`src/rtl/iic_cfg_pkg.sv`:
```
// Shared definitions for the IIC power-up configuration sequencer:
// FSM encoding, table terminator and entry field layout.
package iic_cfg_pkg;

    typedef enum logic [3:0] {
        ST_PWRUP = 4'd0,
        ST_FETCH = 4'd1,
        ST_LATCH = 4'd2,
        ST_WRITE = 4'd3,
        ST_GAP_W = 4'd4,
        ST_READ  = 4'd5,
        ST_CHECK = 4'd6,
        ST_GAP_N = 4'd7,
        ST_DONE  = 4'd8
    } cfg_state_t;

    localparam logic [7:0] TERM_SLAVE = 8'hFF;

    // Entry layout: {slave[7:0], reg[7:0], data[7:0]}
    localparam int SLAVE_LSB = 16;
    localparam int REG_LSB   = 8;
    localparam int DATA_LSB  = 0;

    function automatic logic [7:0] entry_slave(input logic [23:0] e);
        return e[SLAVE_LSB +: 8];
    endfunction

    function automatic logic [7:0] entry_reg(input logic [23:0] e);
        return e[REG_LSB +: 8];
    endfunction

    function automatic logic [7:0] entry_data(input logic [23:0] e);
        return e[DATA_LSB +: 8];
    endfunction

endpackage

```
`src/rtl/iic_cfg_sequencer.sv`:
```
// Walks the configuration table, writing each entry through the IIC driver,
// optionally reading it back, retrying on mismatch and reporting status.
module iic_cfg_sequencer
    import iic_cfg_pkg::*;
#(
    parameter int ENTRIES     = 16,
    parameter int POWERUP_DLY = 1_000_000,
    parameter int GAP_DLY     = 1000,
    parameter int VERIFY      = 1,
    parameter int MAX_RETRY   = 3
) (
    input  logic        sys_clk,
    input  logic        rst,
    input  logic        start,
    output logic [7:0]  rom_addr,
    input  logic [23:0] rom_data,
    output logic [15:0] iic_slave,
    output logic        iic_wr_req,
    output logic [7:0]  iic_wr_data,
    input  logic        iic_wr_done,
    output logic        iic_rd_req,
    input  logic        iic_rd_done,
    input  logic [7:0]  iic_rd_data,
    output logic        init_busy,
    output logic        init_done,
    output logic        init_err,
    output logic [7:0]  err_cnt
);

    localparam int CNT_MAX = (POWERUP_DLY > GAP_DLY) ? POWERUP_DLY : GAP_DLY;
    localparam int CW      = (CNT_MAX > 1) ? $clog2(CNT_MAX) : 1;
    localparam logic [CW-1:0] PWR_LAST  = CW'(POWERUP_DLY - 1);
    localparam logic [CW-1:0] GAP_LAST  = CW'(GAP_DLY - 1);
    localparam logic [7:0]    LAST_IDX  = 8'(ENTRIES - 1);
    localparam logic [7:0]    RETRY_MAX = 8'(MAX_RETRY);

    cfg_state_t      state;
    logic [CW-1:0]   cnt;
    logic [7:0]      idx;
    logic [7:0]      retry;
    logic [23:0]     entry;
    logic [7:0]      rd_capture;
    logic            gap_to_write;

    // Sequencer FSM with all outputs registered
    always_ff @(posedge sys_clk) begin
        if (rst) begin
            state        <= ST_PWRUP;
            cnt          <= '0;
            idx          <= 8'd0;
            retry        <= 8'd0;
            entry        <= 24'h000000;
            rd_capture   <= 8'd0;
            gap_to_write <= 1'b0;
            rom_addr     <= 8'd0;
            iic_slave    <= 16'h0000;
            iic_wr_req   <= 1'b0;
            iic_wr_data  <= 8'd0;
            iic_rd_req   <= 1'b0;
            init_busy    <= 1'b1;
            init_done    <= 1'b0;
            init_err     <= 1'b0;
            err_cnt      <= 8'd0;
        end else begin
            case (state)
                ST_PWRUP: begin
                    if (cnt == PWR_LAST) begin
                        cnt      <= '0;
                        rom_addr <= idx;
                        state    <= ST_FETCH;
                    end else begin
                        cnt <= cnt + CW'(1);
                    end
                end
                ST_FETCH: begin
                    state <= ST_LATCH;
                end
                ST_LATCH: begin
                    entry <= rom_data;
                    retry <= 8'd0;
                    gap_to_write <= 1'b0;
                    if (entry_slave(rom_data) == TERM_SLAVE) begin
                        state     <= ST_DONE;
                        init_done <= 1'b1;
                        init_busy <= 1'b0;
                    end else begin
                        iic_slave   <= {entry_reg(rom_data), entry_slave(rom_data)};
                        iic_wr_data <= entry_data(rom_data);
                        iic_wr_req  <= 1'b1;
                        state       <= ST_WRITE;
                    end
                end
                ST_WRITE: begin
                    if (iic_wr_done) begin
                        iic_wr_req <= 1'b0;
                        state      <= ST_GAP_W;
                    end
                end
                // Shared gap: leads to a re-write after a retry, else to readback
                ST_GAP_W: begin
                    if (cnt == GAP_LAST) begin
                        cnt <= '0;
                        if (gap_to_write) begin
                            gap_to_write <= 1'b0;
                            iic_wr_req   <= 1'b1;
                            state        <= ST_WRITE;
                        end else if (VERIFY != 0) begin
                            iic_rd_req <= 1'b1;
                            state      <= ST_READ;
                        end else begin
                            state <= ST_GAP_N;
                        end
                    end else begin
                        cnt <= cnt + CW'(1);
                    end
                end
                ST_READ: begin
                    if (iic_rd_done) begin
                        iic_rd_req <= 1'b0;
                        rd_capture <= iic_rd_data;
                        state      <= ST_CHECK;
                    end
                end
                ST_CHECK: begin
                    if (rd_capture == entry_data(entry)) begin
                        state <= ST_GAP_N;
                    end else if (retry < RETRY_MAX) begin
                        retry        <= retry + 8'd1;
                        gap_to_write <= 1'b1;
                        state        <= ST_GAP_W;
                    end else begin
                        init_err <= 1'b1;
                        if (err_cnt != 8'hFF) begin
                            err_cnt <= err_cnt + 8'd1;
                        end else begin
                            err_cnt <= err_cnt;
                        end
                        state <= ST_GAP_N;
                    end
                end
                ST_GAP_N: begin
                    if (cnt == GAP_LAST) begin
                        cnt <= '0;
                        idx <= idx + 8'd1;
                        if (idx == LAST_IDX) begin
                            state     <= ST_DONE;
                            init_done <= 1'b1;
                            init_busy <= 1'b0;
                        end else begin
                            rom_addr <= idx + 8'd1;
                            state    <= ST_FETCH;
                        end
                    end else begin
                        cnt <= cnt + CW'(1);
                    end
                end
                // Re-run skips the power-up wait
                ST_DONE: begin
                    if (start) begin
                        idx       <= 8'd0;
                        rom_addr  <= 8'd0;
                        init_err  <= 1'b0;
                        err_cnt   <= 8'd0;
                        init_done <= 1'b0;
                        init_busy <= 1'b1;
                        state     <= ST_FETCH;
                    end
                end
                default: begin
                    state      <= ST_PWRUP;
                    cnt        <= '0;
                    iic_wr_req <= 1'b0;
                    iic_rd_req <= 1'b0;
                end
            endcase
        end
    end

endmodule
```
`config.mk`:
```
export PLATFORM = sky130hd
export DESIGN_NAME = iic_cfg_sequencer
export DESIGN_NICKNAME = d
export VERILOG_FILES = /design/src/rtl/iic_cfg_pkg.sv /design/src/rtl/iic_cfg_sequencer.sv
export SDC_FILE = /design/constraint.sdc
export NUM_CORES = 1
export LEC_CHECK = 0
export ABC_AREA = 1
export CAP_MARGIN = 20
export CORE_MARGIN = 5
export CORE_UTILIZATION = 39
export DETAILED_ROUTE_END_ITERATION = 10
export GPL_ROUTABILITY_DRIVEN = 1
export PLACE_DENSITY = 0.71
export SLEW_MARGIN = 20
export SYNTH_ARGS = -nofsm -noshare
export SYNTH_HDL_FRONTEND = slang
export SYNTH_SLANG_ARGS = --single-unit
```
`constraint.sdc`:
```
create_clock -name sys_clk -period 4.45 [get_ports sys_clk]
set_clock_uncertainty 0.1 [all_clocks]
set_input_delay 0.445 -clock sys_clk [delete_from_list [all_inputs] [get_ports sys_clk]]
set_output_delay 0.445 -clock sys_clk [all_outputs]
set_load 0.005 [all_outputs]
```
==> impl_metrics.yaml <==
outcome:
  outcome: "complete, no violations"
clock_network:
  cts_sinks: 102
  clk_pin_slew_ps: 70
  cts_hold_buf: 0
  htree_levels: 3
  clk_path_buf_depth: 2
  clock-root-buffer: "clkbuf_16"
  worst_skew_pair.late_latency_ps: 350
  cts_setup_buffers: 0
  tritoncts: "yes"
  cts_buffers: 9
  ctsResizeCount: 0
finish:
  final_area_mm2: 0.00634
  biggestRegsByFlops: "cnt: 20 flops, iic_slave: 16 flops"
  final_nets: 878
  diodes: 0
  syn_to_final_growth_pct: 25.3
  largest_reg_flops: 20
  top_register: "cnt"
  drive_above_1_share: 0.0428
power:
  p_clk_frac: 0.479
  p_per_area_mw_per_mm2: 298
  power_switching_share: 0.204
  vdd_drop_max_mv: 0.227
  p_comb_frac: 0.036
  p_total_w: 0.00189
  p_leak_nw: 2.55
  p_int_w: 0.00150
  p_seq_frac: 0.485
  p_switching_w: 0.000387
flow_run:
  maxCapViolations: 0
critical_path:
  end_kind: "flop"
  path_cells: "nor2_2 > inv_2 > nor2_1 > nand2_1 > inv_2 > nor2_1 > nand3_1 > nand2_1 > a21oi_1"
  crit_slowest_cell: "inv_2"
  cp.arrival_ps: 2840
  worst_setup_path_start_kind: "flop"
  worst-endpoint-required_ps: 4630
  critPathKind: "reg -> reg"
  slowest_delay_ps: 550
  rrSetupSlack_ps: 1790
  crit_path_max_fanout: 25
logic_synthesis:
  synthDistinctLibCells: 33
  yosysTopAreaCellShare: 0.403
  yosys.area_share.simple: 0.367
  yosys.area.top_type: "dfxtp_1"
  synth_fa_ha_area_frac: 0.00989
  async_flop_share: 0
  yosys-top-cells-count: "157 x nor2_1, 151 x nand2_1, 102 x dfxtp_1"
  synth_nets: 806
  synth_edf_count: 0
  postSynthAreaPerCell_um2: 6.62
  synth_top_family_by_area: "simple AND/OR/NAND/NOR gates"
  ys_ff_latch: 102
  synth_area_mm2: 0.00506
  yosys.cell_count.top_type: "nor2_1"
  yosysWarningCount: 0
  seq_area_frac_synth: 0.403
  synth_cells: 765
  synth_mux_area_frac: 0
  synth_xor_area_frac: 0.0242
  synth_ff_type: "dfxtp_1"
  synth.area.top_cells: "dfxtp_1 40%, nor2_1 12%, nand2_1 11%"
  synth_compound_area_frac: 0.116
routing:
  drc: 0
  viasPerCell: 4.99
  wl_um: 13500
  num_vias: 5056
  ant_nets: 0
  wl_per_cell_um: 13.3
  drt_iter0_drc: 361
  firstDrtPassIters: 5
floorplanning:
  initial_core_util: 0.400
  die_area_mm2: 0.0154
  die_x_um: 124
  row_count: 41
  die_y_um: 124
  core_area_mm2: 0.0127
  ios: 82
timing:
  relSlewSlack: 0.478
  hold_viol_final: 0
  tightest_slew_ps: 781
  finalMaxSlewViolations: 0
  fin_tns_setup_ps: 0
  fmax_ghz: 0.377
  min_period_over_period: 0.597
  setup_viol: 0
  min_period_ps: 2660
  rsz0062_at_grt: "no"
  setup_ws_ps: 1790
placement:
  place.gp.congestion: 0.902
  dp_slack_ps: 1660
  port_buffers: 81
  place_area_mm2: 0.00600
  dp.final_hpwl_um: 9850
global_route:
  grt_max_degree: 47
  grt_usage: 0.185
  grt_antenna_before_repair: 0
  grt_pass1_wl_um: 22500
  grt_pass1_vias: 4661
  grt_overflow: 0
min_path:
  hold_class: "reg -> reg"
final cells by class:
cell class | count | area, µm²
Clock buffer | 11 | 233
Clock inverter | 5 | 106
Fill cell | 1315 | 6330
Inverter | 79 | 297
Multi-Input combinational cell | 561 | 2620
Sequential cell | 102 | 2040
Tap cell | 172 | 215
Timing Repair Buffer | 84 | 833
layout by cell type, fill, tap and decap left out, drive strengths merged, types with 11 or more instances in the layout:
master         netlist  routed
clkdlybuf4s50        0      81
nand4               29      29
dfxtp              102     102
a21oi               47      47
o21ai               62      62
xor2                11      11
nor2               163     163
nand2              155     155
inv                 78      79
nand3               66      66
clkbuf              13      11
cell families (layout without fill, tap and decap cells):
logic type / after synthesis / in the layout
AND/OR/NAND/NOR: 428 / 428
flip-flops: 102 / 102
AO/OA/AOI/OAI: 115 / 115
buffers and inverters: 102 / 179
adder cells (fa/ha/maj): 4 / 4
XOR/XNOR: 14 / 14
power groups by stage:
stage                     clock network [W]  registers, W   logic, W
final                              0.000905      0.000917  0.0000682
after global routing               0.000965      0.000917  0.0000748
after CTS                          0.000921      0.000917  0.0000684
after detailed placement                  0      0.000938  0.0000681
after global placement                    0      0.000938  0.0000676
after floorplan                           0      0.000937  0.0000261
critical path, delay by kind of cell, from the launching register on:
family | cells | cell delay [ps]
AND/OR/NAND/NOR | 6 | 1350
buffers and inverters | 2 | 610
flip-flops | 1 | 380
AO/OA/AOI/OAI | 1 | 120
routing by layer:
layer,vias up,part of all wire,GRT usage
met5,-,0,0
met4,0,0.012,0.0472
met3,12,0.040,0.0445
met2,91,0.47,0.300
met1,2325,0.47,0.247
li1,2628,-,-
final timing paths:
path / start / to / cells after the start
max: state[3] / state[1] / 9
min: retry[6] / retry[6] / 2
max reg2reg: state[3] / state[1] / 9
min reg2reg: retry[6] / retry[6] / 2
metrics by stage:
stage / hold WS, ps / instances / utilization
6_report: 338 / 1014 / 0.501
5_1_grt: 357 / 1014 / 0.501
3_5_place_dp: 329 / 998 / 0.474
4_1_cts: 340 / 1014 / 0.501
3_3_place_gp: 327 / 998 / 0.474
2_1_floorplan: 319 / 765 / -
Note: power is estimated with default switching activity, not from simulation.
